File: src/rtl/feedback_pkg.sv
// Shared types and constants for the USB feedback measurement controller.
package feedback_pkg;

  localparam int CNT_W = 16;
  localparam logic [CNT_W-1:0] DEF_TIMEOUT = 16'd60000;

  typedef enum logic [1:0] {
    IDLE = 2'd0,
    ARM  = 2'd1,
    MEAS = 2'd2
  } fb_state_t;

endpackage

File: src/rtl/sof_watchdog.sv
// Saturating SOF watchdog: down-counter reloaded on clear, expired at terminal count.
module sof_watchdog
  import feedback_pkg::*;
#(
  parameter logic [CNT_W-1:0] TIMEOUT = DEF_TIMEOUT
) (
  input  logic clk,
  input  logic rst_n,
  input  logic clear,
  input  logic run,
  output logic expired
);

  localparam logic [CNT_W-1:0] ONE = 1;

  logic [CNT_W-1:0] remain;

  // Reload value makes the terminal count land exactly TIMEOUT cycles after a clear.
  always_ff @(posedge clk) begin
    if (!rst_n || clear) begin
      remain <= TIMEOUT - ONE;
    end else if (run && (remain != '0)) begin
      remain <= remain - ONE;
    end
  end

  assign expired = run && (remain == '0);

endmodule

File: src/rtl/feedback_ctrl.sv
// SOF-aligned feedback window sequencer and accumulator with valid/ready output.
// Optional build macro FB_CLAMP_EN clamps each window sample to [MIN_CNT, MAX_CNT].
//
// state | meaning
// IDLE  | measurement disabled, feedback_gen held in reset
// ARM   | waiting for first SOF edge, partial window discarded
// MEAS  | sampling cnt_in at every SOF edge, watchdog running
module feedback_ctrl
  import feedback_pkg::*;
#(
  parameter int               AVG_LOG2 = 3,
  parameter logic [CNT_W-1:0] TIMEOUT  = DEF_TIMEOUT,
  parameter logic [CNT_W-1:0] MIN_CNT  = 16'd0,
  parameter logic [CNT_W-1:0] MAX_CNT  = 16'hFFFF
) (
  input  logic                      clk,
  input  logic                      rst_n,
  input  logic                      enable,
  input  logic                      sof,
  input  logic [CNT_W-1:0]          cnt_in,
  output logic                      cnt_reset,
  output logic [CNT_W+AVG_LOG2-1:0] fb_data,
  output logic                      fb_valid,
  input  logic                      fb_ready,
  output logic                      overrun,
  output logic                      sof_lost
);

  localparam int ACC_W = CNT_W + AVG_LOG2;
  localparam logic [AVG_LOG2-1:0] WIN_ONE = 1;

  fb_state_t state, state_nxt;

  logic              sof_q;
  logic              sof_edge;
  logic              timeout;
  logic [CNT_W-1:0]  sample;
  logic [ACC_W-1:0]  acc;
  logic [ACC_W-1:0]  acc_sum;
  logic [AVG_LOG2-1:0] win_cnt;
  logic [1:0]        rst_pulse;
  logic              take_sample;
  logic              load_result;

  assign sof_edge = sof & ~sof_q;

`ifdef FB_CLAMP_EN
  always_comb begin
    sample = cnt_in;
    if (cnt_in < MIN_CNT) begin
      sample = MIN_CNT;
    end else if (cnt_in > MAX_CNT) begin
      sample = MAX_CNT;
    end
  end
`else
  logic unused_clamp;
  assign unused_clamp = ^{MIN_CNT, MAX_CNT};
  assign sample = cnt_in;
`endif

  assign acc_sum     = acc + ACC_W'(sample);
  assign take_sample = (state == MEAS) && sof_edge;
  assign load_result = take_sample && (&win_cnt);

  sof_watchdog #(
    .TIMEOUT(TIMEOUT)
  ) u_watchdog (
    .clk    (clk),
    .rst_n  (rst_n),
    .clear  (sof_edge || (state != MEAS)),
    .run    (state == MEAS),
    .expired(timeout)
  );

  always_ff @(posedge clk) begin
    if (!rst_n) begin
      state <= IDLE;
    end else begin
      state <= state_nxt;
    end
  end

  always_comb begin
    state_nxt = state;
    if (!enable) begin
      state_nxt = IDLE;
    end else begin
      case (state)
        IDLE:    state_nxt = ARM;
        ARM:     if (sof_edge) state_nxt = MEAS;
        MEAS:    if (!sof_edge && timeout) state_nxt = ARM;
        default: state_nxt = IDLE;
      endcase
    end
  end

  always_comb begin
    cnt_reset = 1'b0;
    if ((state == IDLE) || rst_pulse[0]) begin
      cnt_reset = 1'b1;
    end
  end

  // Two-cycle reset pulse for feedback_gen starts the cycle after each SOF edge.
  always_ff @(posedge clk) begin
    if (!rst_n) begin
      sof_q     <= 1'b0;
      rst_pulse <= '0;
      acc       <= '0;
      win_cnt   <= '0;
      fb_data   <= '0;
      fb_valid  <= 1'b0;
      overrun   <= 1'b0;
      sof_lost  <= 1'b0;
    end else begin
      sof_q <= sof;
      if (!enable) begin
        rst_pulse <= '0;
        acc       <= '0;
        win_cnt   <= '0;
        fb_valid  <= 1'b0;
        overrun   <= 1'b0;
        sof_lost  <= 1'b0;
      end else begin
        if (sof_edge && ((state == ARM) || (state == MEAS))) begin
          rst_pulse <= 2'b11;
        end else begin
          rst_pulse <= {1'b0, rst_pulse[1]};
        end

        if (take_sample) begin
          acc     <= load_result ? '0 : acc_sum;
          win_cnt <= win_cnt + WIN_ONE;
        end else if ((state == MEAS) && timeout) begin
          acc      <= '0;
          win_cnt  <= '0;
          sof_lost <= 1'b1;
        end

        if (load_result) begin
          fb_data  <= acc_sum;
          fb_valid <= 1'b1;
          if (fb_valid && !fb_ready) begin
            overrun <= 1'b1;
          end
        end else if (fb_valid && fb_ready) begin
          fb_valid <= 1'b0;
        end
      end
    end
  end

endmodule

File: config.mk
export PLATFORM = sky130hd
export DESIGN_NAME = feedback_ctrl
export DESIGN_NICKNAME = d
export VERILOG_FILES = /design/src/rtl/feedback_pkg.sv /design/src/rtl/sof_watchdog.sv /design/src/rtl/feedback_ctrl.sv
export SDC_FILE = /design/constraint.sdc
export NUM_CORES = 1
export LEC_CHECK = 0
export CORE_UTILIZATION = 55
export CTS_BUF_LIST = sky130_fd_sc_hd__clkbuf_4 sky130_fd_sc_hd__clkbuf_8
export DETAILED_ROUTE_END_ITERATION = 8
export PLACE_DENSITY = 0.77
export SLEW_MARGIN = 40
export SYNTH_ARGS = -nofsm -noshare
export SYNTH_HDL_FRONTEND = slang
export SYNTH_SLANG_ARGS = --single-unit
File: constraint.sdc
create_clock -name clk -period 2.9 [get_ports clk]
set_input_delay 0.58 -clock clk [delete_from_list [all_inputs] [get_ports clk]]
set_output_delay 0.58 -clock clk [all_outputs]
set_load 0.005 [all_outputs]
# Yosys cells after proc, flatten, opt, wreduce, memory -nomap -nowiden

Index checks and enable logic that the tools add are counted.

Flip-flop bits (word level): 65
Latch bits: 0
RAM bits: 0
ROM bits: 0
Bits of input ports: 21
Output and inout port bits: 23
Logic and storage cells: 60
Memories kept: 0

Add/sub/neg operators: 3
$mul: 0
Divide/modulo/power cells: 0
Magnitude comparators: 0
Equality and inequality tests: 5
Shift-type cells: 0
Muxes and demuxes: 12
Bitwise logic cells: 3
Reductions and logical operators: 27

Operator list:

| kind                                                                 | count |
|---|---|
| 19-bit two-way mux                                                   | 3 |
| 19-bit by 16-bit adder with 19-bit output                            | 1 |
| 16-bit zero test                                                     | 1 |
| 16-bit nonzero test                                                  | 1 |
| 16-bit by 1-bit subtractor with 16-bit output, second input constant | 1 |
| 2-bit AND reduction                                                  | 5 |
| 1-bit logical AND                                                    | 9 |
| 2-bit two-way mux                                                    | 3 |
| 3-bit two-way mux                                                    | 2 |
| 2-bit != test, second input constant                                 | 3 |
| 2-bit one-hot mux with 3 select lines                                | 1 |
| 1-bit logical OR                                                     | 4 |
| 2-bit nonzero test                                                   | 2 |
| 3-bit by 1-bit adder with 3-bit output, second input constant        | 1 |
| 1-bit zero test                                                      | 3 |
| 1-bit two-way mux                                                    | 3 |
| 3-bit AND reduction                                                  | 1 |
| 2-bit by 1-bit == test with 1-bit output, second input constant      | 1 |
| 2-bit == test, second input constant                                 | 1 |
| 2-bit zero test                                                      | 1 |
| 1-bit NOT                                                            | 2 |
| 1-bit AND                                                            | 1 |

# Longest topological paths before layout

Word-level depth: 6
Depth in mapped cells: 9
Mapped depth without buffers: 9

# Cells and area by module

Synthesis repeated with hierarchy kept, for this count alone.

Cells, all modules: 433
Area, all modules: 3618.5 sq um

Modules (own cells, without submodules):

| module        | instances | cells each | area each (sq um) | seq. area each (sq um) |
|---|---|---|---|---|
| feedback_ctrl | 1         | 327        | 2756.4            | 980.9 |
| sof_watchdog  | 1         | 106        | 862.1             | 320.3 |

# Least setup slack after synthesis

OpenSTA, ideal clock, no wires.

Path kind: input port to flip-flop
Start point: in cnt_in[0]
End point: reg acc[18]
Setup time: 122 ps
Arrival time: 2381 ps
Required time: 2778 ps
Slack: 397 ps
Stages on the path: 9
Buffers on the path: 0
Cells stage by stage: ha_1 > fa_1 > a211oi_1 > o21bai_1 > o31a_1 > a21oi_2 > o21a_2 > nor3_1 > a2bb2oi_1

Longest elaborated chain between the ends: 3

RTL lines:

| what                                      | line                 | RTL |
|---|---|---|
| start: declaration                        | feedback_ctrl.sv:20  | `input logic [CNT_W-1:0] cnt_in,` |
| 19-bit by 16-bit adder with 19-bit output | feedback_ctrl.sv:62  | `assign acc_sum = acc + ACC_W'(sample);` |
| 19-bit two-way mux                        | feedback_ctrl.sv:133 | `acc <= load_result ? '0 : acc_sum;` |
| 19-bit two-way mux                        | feedback_ctrl.sv:132 | `if (take_sample) begin` |
| end signal: assignment                    | feedback_ctrl.sv:133 |  |
| end: declaration                          | feedback_ctrl.sv:38  | `logic [ACC_W-1:0] acc;` |

No other way between the ends.
A chain may end at the register's enable or synchronous reset.

# Worst setup path in the final report

Same ends and word-level chain as after synthesis.

==> run_results.csv <==
group,metric,value,unit
timing,fin_ws,0.126,ns
drt,wirelength,6.96,mm
floorplan,row_count,27,
floorplan,coreArea,5640,µm²
drt,wl_met2,3.26,mm
yosys,seq_area_frac_synth,0.393,
timing,setup_tns,0,ns
clocking,cts_tree,"yes",
clocking,cts_htree_levels,3,
setup_path,required,3.13,ns
timing,rsz0062_at_grt,"false",
drt,top_layer,"met4",
yosys,synth.area.top_cells,"dfxtp_1, ha_1, nand2_1",
cells_and_area,fin_nets,483,
placement,io_buffer_count,43,
global_route,antenna_found_initial,0,
global_route,grt_max_degree,31,
floorplan,dieArea,6340,µm²
timing,hold_ws,0.439,ns
timing,hold_violations,0,
timing,period_share,0.956,
drt,viasPerCell,5.53,
clocking,clock_latency,0.35,ns
pwr,p_leak,1.55,nW
setup_path,crit_arrival,3.00,ns
run,cap_violations,0,
yosys,yosysUniqueCellTypes,49,
setup_path,cp_slowest_stage_delay,0.43,ns
yosys,syn_area,3310,µm²
clocking,cts_made_buffers,9,
yosys,yosysMostFrequentCell,"dfxtp_1",
drt,routedWlPerCell,13.5,µm
setup_path,path_max_fanout,8,
setup_path,critPathLaunchType,"input pin",
yosys,yosys_warnings,0,
setup_path,worst_setup_path_end_kind,"flop",
yosys,synth_enable_flop_cells,0,
clocking,cts_resized,0,
floorplan,initial_core_util,0.587,
floorplan,pin_count,44,
pwr,ir_worst_vdd,294,µV
yosys,mappedNetlistNets,431,
timing,clock.fmax,361,MHz
floorplan,dieHeight,79.6,µm
clocking,cts_root_buffer,"clkbuf_8",
run_status,status,"finished, final reports clean",
cells_and_area,drive_gt1_frac,0.0923,
global_route,grt_pass1_wl,11.9,mm
global_route,grt_pass1_vias,2749,
drt,met3_wirelength,269,µm
drt,ant_nets,0,
setup_path,critPathKind,"in2reg",
floorplan,die_w,79.6,µm
clocking,cts_setup_buffers,0,
drt,first_pass_iters,4,
setup_path,critical_path.top_delay_family,"compound AO/OA/AOI/OAI gates",
timing,tightest_slew,0.514,ns
yosys,synth_top_area_frac,0.393,
placement,place_ws,-0.203,ns
yosys,syn_avg_cell_area,8.56,µm²
drt,drcViolationCount,0,
yosys,async_flop_share,0,
hold_path,hold_class,"reg2reg",
timing,drv_slew,0,
clocking,clockBufferDepth,2,
cells_and_area,n_antenna_cell,0,
drt,drt-initial-drc-count,120,
cells_and_area,area_delta_synth_final,22.2,%
setup_path,critPathBufInv,1,
pwr,p_per_area,422,nW/µm²
setup_path,crit_chain,"clkdlybuf4s50_1, ha_1, fa_1, a211oi_1, o21bai_1, o31a_1, a21oi_2, o21a_2, nor3_1, a2bb2oi_1",
global_route,grt_usage,0.242,
clocking,hold_buffers,0,
timing,fin_crit,2.77,ns
drt,route.vias.total,2854,
placement,dpl.hpwl,5.06,mm
clocking,clkSinkCount,65,
placement,gp_congestion,0.876,
yosys,yosysTopAreaCell,"dfxtp_1",
setup_path,critPathSlowestCell,"fa_1",
global_route,overflow,0,
yosys,yosys-top-cells-count,"dfxtp_1, nand2_1, nor2_1, ha_1",
yosys,ys_ff_latch,65,
clocking,path_clk_slew,0.07,ns
timing,setup_viol,0,
timing,relSlewSlack,0.653,
drt,met1_length,3.31,mm
yosys,dominantRegCellSynth,"dfxtp_1",
yosys,syn_inst,387,
timing,skew,0.0128,ns
## placed cells by master (no fill, tap or decap), drive strengths merged, types with 2 or more instances in the layout
master,instances
dfxtp,65
nand2,61
clkdlybuf4s50,43
nor2,37
a21oi,23
ha,22
xnor2,21
o21ai,17
buf,12
a21boi,10
a22oi,10
clkbuf,10
nor3,10
nand3,9
inv,9
xor2,8
a21o,8
or3,7
nand4,6
nor4,5
and3,4
nand2b,3
o211ai,3
nor2b,3
a211oi,3
o221ai,3
a22o,3
o21a,3
clkinv,3
nor3b,2
and2,2
o21ba,2
nand3b,2
and2b,2
clkinvlp,2
## registers in the layout, indices dropped and copies added (netlist names)
register and count:
state 2, acc 19, overrun 1, sof_q 1, win_cnt 3, u_watchdog.remain 16, sof_lost 1, fb_valid 1
fb_data 19, rst_pulse 2
## metal layers
metal | vias to the layer above | track usage
li1 | 1473 | -
met1 | 1319 | 0.293
met2 | 50 | 0.413
met3 | 12 | 0.0549
met4 | 0 | 0.0927
met5 | - | 0
## cells by family after synthesis
logic type / synth area share
AO/OA/AOI/OAI: 0.190
XOR/XNOR: 0.0767
flip-flops: 0.393
AND/OR/NAND/NOR: 0.225
adder cells (fa/ha/maj): 0.0891
buffers and inverters: 0.0264
## area by class of cell
| class | count | area, µm² |
|---|---|---|
| multi-input combinational | 300 | 1930 |
| fill | 452 | 1590 |
| sequential | 65 | 1300 |
| timing repair buffer | 55 | 520 |
| clock buffer | 10 | 138 |
| tap | 72 | 90.1 |
| clock inverter | 6 | 42.5 |
| inverter | 8 | 30.0 |
## worst reg2reg max path, cell delays in order, from the launching register on
cell	delay, ns
dfxtp_1	0.32
ha_1	0.20
fa_1	0.43
a211oi_1	0.23
o21bai_1	0.15
o31a_1	0.31
a21oi_2	0.22
o21a_2	0.24
nor3_1	0.07
a2bb2oi_1	0.13
## final timing paths
path                 from      endpoint  slack (ns)  cells after the start
max reg2reg        acc[0]       acc[18]        0.47                      9
min          rst_pulse[1]  rst_pulse[0]        0.44                      2
min reg2reg  rst_pulse[1]  rst_pulse[0]        0.44                      2
max             cnt_in[0]       acc[18]        0.13                     10
## metrics by stage
stage	cells	total power, W	util	cell area [µm²]
2_1_floorplan	387	0.000978	-	3310
3_3_place_gp	500	0.00103	0.685	3870
3_5_place_dp	500	0.00103	0.686	3870
4_1_cts	516	0.00172	0.718	4050
5_1_grt	516	0.00178	0.718	4050
6_report	516	0.00171	0.718	4050
## where the power goes
group          total, W  leakage (nW)  internal (W)  switching, W
registers      0.000896         0.524      0.000895    0.00000168
clock network  0.000700        0.0887      0.000334      0.000366
logic          0.000113         0.938     0.0000564     0.0000561
total           0.00171          1.55       0.00129      0.000424
Power figures use the tool's default switching activity.
==> variant (same flow settings) <==
Encoding of `fb_state_t`: now one-hot (3 bits for 3 states).
--- a/src/rtl/feedback_pkg.sv
+++ b/src/rtl/feedback_pkg.sv
@@ -6,6 +6,6 @@
 
-  typedef enum logic [1:0] {
-    IDLE = 2'd0,
-    ARM  = 2'd1,
-    MEAS = 2'd2
+  typedef enum logic [2:0] {
+    IDLE = 3'b001,
+    ARM  = 3'b010,
+    MEAS = 3'b100
   } fb_state_t;
Function: same outputs for any inputs over 10 cycles, from zero or initial values and one cycle with rst_n low; not proved beyond that.
==> variant against the unedited design <==
Design area increased by 2.6%; worst setup slack got worse by 25 ps; wire length increased by 9.8%; die area up 1.1%; utilization fell by 1.2 points; sequential cell count rose by 1; synthesized area increased by 1.2%; power decreased by 1.6%; critical path type unchanged; critical endpoint is now fb_data[18]; largest power group unchanged.
==> variant: results (changes against the unedited design) <==
| Metric | Value |
|---|---|
| R2R Path End | `fb_data[18]` |
| Buffers on Ports | `43 (unchanged)` |
| Total vias in the final route | `3010 (+5.5%)` |
| Max incr delay on CP | `410 ps (-20 ps)` |
| Async set-reset flop share out of synthesis | `0% (unchanged)` |
| Internal power | `1.30 mW (+0.89%)` |
| CP max-delay cell | `clkdlybuf4s50_1` |
| Avg WL per Cell | `14.4 µm (+6.9%)` |
| All-layer global routing usage | `25.7% (+1.5 points)` |
| Layout cells sized above 1 | `11.4% (+2.2 points)` |
| Initial antenna violation count | `0 (unchanged)` |
| Fillers | `501 (+11%)` |
| Synth Area in Compound Gates | `19.7% (+0.71 points)` |
| Synth Area in Adders | `7.69% (-1.2 points)` |
| Area of placed instances | `3980 µm² (+2.9%)` |
| GPL Wtd Cong | `0.831 (-5.2%)` |
| Starting DRT DRC Count | `133 (+11%)` |
| Finish-stage setup viols | `0 (unchanged)` |
| Worst-Skew Late Latency | `330 ps (-20 ps)` |
| Outcome | `finished clean` |
| Critical path data arrival time | `3050 ps (+50 ps)` |
| Static Leakage | `1.64 nW (+5.8%)` |
| CP Max Fanout | `2 (-6)` |
| Synth top cells by count | `66 x dfxtp_1, 49 x nand2_1, 36 x nor2_1` |
| Post-synth top area share | `39.4% (+0.14 points)` |
| Post-Syn Nets | `430 (-0.23%)` |
| Nets | `493 (+2.1%)` |
| Skew final | `3.34 ps (-9.42 ps)` |
| First-pass GRT wire length | `12700 µm (+6.7%)` |
| Synth Area in XOR/XNOR | `6.79% (-0.87 points)` |
| IR drop worst, VDD | `0.000323 V (+10%)` |
| DP Wirelength | `5580 µm (+10%)` |
| Multiplexer area fraction after synthesis | `1.19% (+1.2 points)` |
| Largest net degree at the start of global routing | `20 (-35%)` |
| TritonRoute pass-1 iters | `5 (+1)` |
| Share of the yosys chip area belonging to registers | `39.4% (+0.14 points)` |
| Slew @ Worst Pin | `466 ps (-47.9 ps)` |
| Vias in the first global route | `2788 (+1.4%)` |
| Synth unique cells | `56 (+14%)` |
| Synth top area cells | `dfxtp_1 39%, ha_1 7.1%, nand2_1 5.5%, nor2_1 4.0%, a21oi_1 3.9%` |
[variant: cell count changes in the layout (fill, tap and decap cells not counted), sizes merged, moves of 4 or more]
| cell | change |
|---|---|
| a21boi | -8 |
| o21bai | +4 |
| buf | +10 |
| a31oi | +6 |
| xor2 | +4 |
| mux2i | +4 |
| nand2 | -12 |
| xnor2 | -7 |
[variant: worst min-delay path, cell delays in order (launching register included)]
cell and delay [ps]:
dfxtp_1 300, inv_1 40, a21oi_1 50
[variant: through the flow]
step                total power, mW  cells  setup WS (ps)  util, %  hold WS (ps)
finish                         1.68    530            102     70.6           431
global route                   1.75    530           10.1     70.6           443
CTS                            1.70    530           47.8     70.4           434
detailed placement             1.04    516           -299     67.6           424
global placement               1.04    516           -227     67.6           419
floorplan                     0.989    389            190        -           411
[variant: layout make-up]
cell class,instances,area (µm²),share of cell area (%)
clock buffer,11,145,3.49
clock inverter,3,17.5,0.421
inverter,7,26.3,0.632
multi-input combinational,303,1960,47.1
sequential,66,1320,31.8
tap,75,93.8,2.26
timing repair buffer,65,596,14.3
[variant: timing repair]
item | in CTS | in global routing
hold buffers | 0 | 0
gates resized for setup | 0 | 3
endpoints found under the setup margin | 0 | 2
[variant: power groups by stage]
stage / Clock [mW] / Combinational (mW) / Sequential [mW]
floorplan: 0 / 0.0581 / 0.931
global placement: 0 / 0.109 / 0.931
detailed placement: 0 / 0.110 / 0.931
CTS: 0.675 / 0.111 / 0.911
global route: 0.711 / 0.124 / 0.911
finish: 0.658 / 0.113 / 0.911
[variant: metal layers]
layer / part of all wire, % / GRT usage, % / up-vias
li1: - / - / 1515
met1: 48 / 34.2 / 1409
met2: 46 / 40.2 / 69
met3: 3.7 / 4.55 / 17
met4: 2.0 / 12.1 / 0
met5: 0 / 0 / -
